### src/rtl/exu_pipe_reg_pkg.sv
// Shared types for the stage pipeline register.
// Reset level and occupancy state codes.
package exu_pipe_reg_pkg;

  localparam logic RESET_ENABLE = 1'b0;

  typedef enum logic [1:0] {
    PIPE_EMPTY = 2'd0,
    PIPE_ONE   = 2'd1,
    PIPE_TWO   = 2'd2
  } pipe_cnt_e;

endpackage

### src/rtl/pipe_stall_counter.sv
// Saturating event counter with sync reset.
// Counts cycles where the output side is stalled.
module pipe_stall_counter
  import exu_pipe_reg_pkg::*;
#(
  parameter int CNT_W = 16
) (
  input  logic             clock,
  input  logic             reset,
  input  logic             inc_i,
  output logic [CNT_W-1:0] cnt_o
);

  logic [CNT_W-1:0] cnt_q;
  logic [CNT_W-1:0] cnt_d;

  // Increment unless already saturated.
  always_comb begin
    cnt_d = cnt_q;
    if (inc_i && (cnt_q != {CNT_W{1'b1}})) begin
      cnt_d = cnt_q + 1'b1;
    end
  end

  // Counter register, cleared only by reset.
  always_ff @(posedge clock) begin
    if (reset == RESET_ENABLE) begin
      cnt_q <= '0;
    end else begin
      cnt_q <= cnt_d;
    end
  end

  assign cnt_o = cnt_q;

endmodule

### src/rtl/exu_pipe_reg.sv
// Stage register with valid/ready, optional skid entry,
// flush and saturating stall counter.
module exu_pipe_reg
  import exu_pipe_reg_pkg::*;
#(
  parameter int PAYLOAD_W = 200,
  parameter bit SKID_EN   = 1'b1,
  parameter int CNT_W     = 16
) (
  input  logic                 clock,
  input  logic                 reset,
  input  logic                 flush_i,
  input  logic                 in_valid_i,
  output logic                 in_ready_o,
  input  logic [PAYLOAD_W-1:0] in_data_i,
  output logic                 out_valid_o,
  input  logic                 out_ready_i,
  output logic [PAYLOAD_W-1:0] out_data_o,
  output logic [1:0]           count_o,
  output logic [CNT_W-1:0]     stall_cnt_o
);

  pipe_cnt_e            state_q;
  pipe_cnt_e            state_d;
  logic [PAYLOAD_W-1:0] out_q;
  logic [PAYLOAD_W-1:0] skid_q;
  logic                 in_ready;
  logic                 out_valid;
  logic                 in_fire;
  logic                 out_fire;
  logic                 load_in;
  logic                 load_skid;
  logic                 load_from_skid;
  logic                 stall;

  assign out_valid = (state_q != PIPE_EMPTY);
  assign in_fire   = in_valid_i && in_ready;
  assign out_fire  = out_valid && out_ready_i;

  // Occupancy transitions; flush wins and blocks all loads.
  always_comb begin
    state_d        = state_q;
    load_in        = 1'b0;
    load_skid      = 1'b0;
    load_from_skid = 1'b0;
    unique case (state_q)
      PIPE_EMPTY: begin
        if (in_fire) begin
          state_d = PIPE_ONE;
          load_in = 1'b1;
        end
      end
      PIPE_ONE: begin
        if (in_fire && out_fire) begin
          load_in = 1'b1;
        end else if (in_fire) begin
          state_d   = PIPE_TWO;
          load_skid = 1'b1;
        end else if (out_fire) begin
          state_d = PIPE_EMPTY;
        end
      end
      PIPE_TWO: begin
        if (out_fire) begin
          state_d        = PIPE_ONE;
          load_from_skid = 1'b1;
        end
      end
      default: state_d = PIPE_EMPTY;
    endcase
    if (flush_i) begin
      state_d        = PIPE_EMPTY;
      load_in        = 1'b0;
      load_skid      = 1'b0;
      load_from_skid = 1'b0;
    end
  end

  // State and output payload registers.
  always_ff @(posedge clock) begin
    if (reset == RESET_ENABLE) begin
      state_q <= PIPE_EMPTY;
      out_q   <= '0;
    end else begin
      state_q <= state_d;
      if (load_in) begin
        out_q <= in_data_i;
      end else if (load_from_skid) begin
        out_q <= skid_q;
      end
    end
  end

  if (SKID_EN) begin : g_skid
    // Skid entry; ready depends only on state.
    always_ff @(posedge clock) begin
      if (reset == RESET_ENABLE) begin
        skid_q <= '0;
      end else if (load_skid) begin
        skid_q <= in_data_i;
      end
    end
    assign in_ready = (state_q != PIPE_TWO);
  end else begin : g_noskid
    assign skid_q   = '0;
    assign in_ready = !out_valid || out_ready_i;
  end

  assign stall = out_valid && !out_ready_i && !flush_i;

  pipe_stall_counter #(
    .CNT_W(CNT_W)
  ) u_stall (
    .clock(clock),
    .reset(reset),
    .inc_i(stall),
    .cnt_o(stall_cnt_o)
  );

  assign in_ready_o  = in_ready;
  assign out_valid_o = out_valid;
  assign out_data_o  = out_q;
  assign count_o     = state_q;

endmodule

### config.mk
export PLATFORM = sky130hd
export DESIGN_NAME = exu_pipe_reg
export DESIGN_NICKNAME = d
export VERILOG_FILES = /design/src/rtl/exu_pipe_reg_pkg.sv /design/src/rtl/pipe_stall_counter.sv /design/src/rtl/exu_pipe_reg.sv
export SDC_FILE = /design/constraint.sdc
export NUM_CORES = 1
export LEC_CHECK = 0
export ABC_AREA = 0
export CORE_ASPECT_RATIO = 1.2
export CORE_MARGIN = 3
export CORE_UTILIZATION = 52
export CTS_CLUSTER_SIZE = 14
export DETAILED_ROUTE_END_ITERATION = 10
export GPL_TIMING_DRIVEN = 0
export PLACE_DENSITY = 0.95
export SYNTH_ARGS = -nofsm -noshare
export SYNTH_HDL_FRONTEND = slang
export SYNTH_SLANG_ARGS = --single-unit
### constraint.sdc
create_clock -name clock -period 4.4 [get_ports clock]
set_input_delay 0.66 -clock clock [delete_from_list [all_inputs] [get_ports clock]]
set_output_delay 0.66 -clock clock [all_outputs]
set_load 0.02 [all_outputs]
Word-level counts from Yosys, hierarchy flattened

Cells that the tools add are included.

Flip-flop bits (word level): 418
Output and inout bits: 220
Word-level logic and storage cells: 45

$add $sub $neg: 1
Equality and inequality tests: 8
Muxes and demuxes: 18
Bitwise operators: 1
Reduce and logical (&&, ||, !) cells: 13

Operators with widths:

| operator                                                               | number |
|---|---|
| 200-bit 2-to-1 mux                                                     | 2 |
| 16-bit by 1-bit adder with 16-bit output (second input constant)       | 1 |
| 16-bit inequality test (second input constant)                         | 1 |
| 2-bit 2-to-1 mux                                                       | 5 |
| 1-bit 2-to-1 mux                                                       | 9 |
| 2-bit inequality test (second input constant)                          | 4 |
| 1-bit logical AND                                                      | 6 |
| 2-bit case mux with 3 select lines                                     | 1 |
| 4-bit AND reduction                                                    | 1 |
| 2-bit nonzero test                                                     | 2 |
| 3-bit inequality test (second input constant)                          | 1 |
| 2-bit by 1-bit equality test with 1-bit output (second input constant) | 1 |
| 2-bit equality test (second input constant)                            | 1 |
| 1-bit zero test                                                        | 2 |
| 2-bit zero test                                                        | 1 |
| 1-bit case mux with 2 select lines                                     | 1 |
| 2-bit OR reduction                                                     | 1 |
| 1-bit NOT                                                              | 1 |

Logic depth before layout (Yosys ltp)

Word-level depth: 7
Gate-level depth with buffers: 7
Gate-level depth less buffers: 5

By module

From an unflattened synthesis, not the netlist that was laid out.

Cell total of the unflattened synthesis: 2163
Area, all modules: 17892.2 µm²

Modules (own cells, without submodules):

| module             | times used | cells each | area an instance (µm²) | seq. area each (µm²) |
|---|---|---|---|---|
| exu_pipe_reg       | 1          | 2066       | 17055.1                | 8047.7 |
| pipe_stall_counter | 1          | 97         | 837.1                  | 320.3 |

Least setup slack after synthesis

No wires, ideal clock.

Path type: input to register
From: in flush_i
To: reg u_stall.cnt_q[15], in the netlist u_stall.cnt_o[15]
Library setup time: 0.070 ns
Arrival time: 1.737 ns
Required time: 4.330 ns
Setup slack: 2.593 ns
Stages on the path: 5
Path through: buf_2 nor2_4 nand3b_4 or4_1 a21oi_1

Longest elaborated chain between the ends: 3

RTL lines:

| item                 | line                     | source |
|---|---|---|
| from (decl)          | exu_pipe_reg.sv:12       | `input logic flush_i,` |
| 1-bit zero test      | exu_pipe_reg.sv:109      | `assign stall = out_valid && !out_ready_i && !flush_i;` |
| 1-bit logical AND    | exu_pipe_reg.sv:109      |  |
| 1-bit logical AND    | pipe_stall_counter.sv:20 | `if (inc_i && (cnt_q != {CNT_W{1'b1}})) begin` |
| to (signal assigned) | pipe_stall_counter.sv:30 | `cnt_q <= cnt_d;` |
| to (decl)            | pipe_stall_counter.sv:14 | `logic [CNT_W-1:0] cnt_q;` |

No other way between the ends.
A chain may end at the register's enable or synchronous reset.

Final worst setup path

From: in reset
To: reg skid_q[139]

RTL lines:

| item                 | line                | source |
|---|---|---|
| from (decl)          | exu_pipe_reg.sv:11  | `input logic reset,` |
| to (signal assigned) | exu_pipe_reg.sv:100 | `skid_q <= in_data_i;` |
| to (decl)            | exu_pipe_reg.sv:26  | `logic [PAYLOAD_W-1:0] skid_q;` |

No word-level cell between the ends.

==> qor.csv <==
metric,value,unit
crit_required,4.78,ns
coreArea,29900,um^2
clkTransAtPathRegs,0.06,ns
area_delta_synth_final,37.8,%
max_freq,0.366,GHz
outcome,completed,
grt_pass1_vias,16235,
yosysTopAreaCell,dfxtp_1,
numCtsBuffers,41,
clockBufferDepth,3,
cts-root-buf,clkbuf_16,
io_pins,425,
startpoint_type,primary input,
clock_sinks,418,
antenna_found_initial,9,
grt_pass1_wl,84600,um
p_per_area,379,nW/um^2
synth_fp_nets,2107,
yosysSeqAreaShare,52.7,%
netlist_instances,1901,
synthFlopType,dfxtp_1,
critPathArrivalTime,3.12,ns
dp_hpwl,39200,um
h-tree-depth,2,
r2r_cells,6,
hold_class,flop to flop,
hold_buffers,0,
ant_nets,0,
drc,0,
synth_area_leaders,"dfxtp_1, a21oi_1, nand2_1",
dr.pass1.iters,7,
drv_slew,0,
p_leak,7.20,nW
cp_max_fo,10,
final-hold-violation-count,0,
ir_drop,0.326,mV
overflow,0,
cts_tree,done,
clkLatencyLatePin,0.52,ns
critPathKind,primary input to flop,
place_inst,2714,
vias,16790,
cap_violations,0,
synth.top_cell.area_share,52.7,%
initial_core_util,53.1,%
syn_area,15900,um^2
holdPathStages,2,
cts_setup_buffers,0,
fill_cells,2064,
place.gp.congestion,0.899,
ys_ff_latch,418,
drive_gt1_share,6.07,%
cts_resized,0,
wire_per_inst,19.9,um
finalNonFillerCells,2786,
drt-initial-drc-count,1691,
die_h,197,um
rsz0062_at_grt,false,
setup_tns,0,ns
grt_max_degree,15,
yosysWarnings,0,
syn-mean-instance-area,8.35,um^2
final_cell_mix,"clkdlybuf4s50_1, dfxtp_1, nand2_1, a21oi_1, a22oi_1",
synth_edf_count,0,
timing.final.crit_share,62.1,%
crit_path_end_kind,flop,
fin_skew,0.0110,ns
wl,55400,um
final_common_cell,clkdlybuf4s50_1,
gr-usage-all-layers,32.0,%
row_count,69,
yosys.cell_types.count,40,
worst_slew_pin_slew,0.949,ns
final_nets,2573,
relSlewSlack,36.7,%
portBuffers,423,
final.min_clock_period,2.73,ns
setup_viol,0,
synthArstFlopShare,0,%
fp.dieArea,32700,um^2
via_per_inst,6.03,
die_x,165,um
state kept, by name, summed over array words and instances, names as in the netlist:
| name | flops |
|---|---|
| count_o | 2 |
| u_stall.cnt_o | 16 |
| skid_q | 200 |
| out_data_o | 200 |
per-layer routing:
layer,wire length [um],track usage [%],vias to the layer above
met5,56,0,-
met4,3720,19.6,8
met3,5510,7.68,258
met2,26700,54.2,1082
met1,19400,36.1,7795
li1,-,-,7647
through the flow:
step	util (%)	hold slack [ns]	area [um^2]	power [mW]	setup slack (ns)
final	73.2	0.454	21900	8.29	1.67
after detailed placement	68.9	0.446	20600	4.97	1.22
after floorplan	-	0.436	15900	4.45	2.59
after global placement	68.9	0.441	20600	4.95	1.28
after CTS	73.1	0.455	21800	8.29	1.78
after global routing	73.2	0.466	21900	8.50	1.63
worst max-delay path: stages:
cell and delay [ns]:
clkdlybuf4s50_1 0.48, inv_1 0.15, clkbuf_1 0.50, clkbuf_1 0.73, clkbuf_1 0.49, a21oi_1 0.10
synthesized netlist by cell type (2+ instances only):
library cell  count
dfxtp_1         418
nand2_1         416
a21oi_1         410
a22oi_1         200
o21ai_1         199
clkbuf_1         87
buf_2            70
buf_1            12
buf_4            11
nand2b_1         11
mux2i_1          10
nand3_1           8
inv_1             4
nand4_1           4
or4_1             4
a211oi_1          3
o31ai_1           3
o41ai_1           3
and3_1            2
nor2_1            2
nor3_1            2
nor3b_2           2
nor4_1            2
o21ai_0           2
path summary, 6_finish.rpt:
kind | from | to | slack, ns
min | skid_q[45] | skid_q[45] | 0.45
max | reset | skid_q[139] | 1.67
min reg2reg | skid_q[45] | skid_q[45] | 0.45
max reg2reg | count_o[1] | skid_q[67] | 2.23
kinds of logic (layout without fill, tap and decap cells):
kind of cell	count (synthesis)	after routing	synth area share, %
compound gates	824	824	29.4
simple gates	463	463	11.9
other cells	0	6	0
buf+inv	185	674	5.24
mux	10	10	0.631
fa+ha+maj	1	1	0.0788
flops	418	418	52.7
where the power goes:
part	total, mW	internal [mW]	switching [mW]	leakage [nW]
registers	3.95	3.89	0.0629	3.39
logic	0.962	0.440	0.522	3.20
clock network	3.38	1.95	1.43	0.609
total	8.29	6.28	2.01	7.20
layout make-up:
| cell class | count | area (um^2) | share of cell area, % |
|---|---|---|---|
| Inverter | 4 | 15.0 | 0.0687 |
| Buffer | 181 | 816 | 3.73 |
| Antenna cell | 6 | 15.0 | 0.0687 |
| Multi-Input combinational cell | 1298 | 6670 | 30.5 |
| Tap cell | 390 | 488 | 2.23 |
| Sequential cell | 418 | 8370 | 38.3 |
| Timing Repair Buffer | 423 | 4230 | 19.4 |
| Clock inverter | 10 | 134 | 0.612 |
| Clock buffer | 56 | 1120 | 5.13 |
Note: power is estimated with default switching activity, not from simulation.
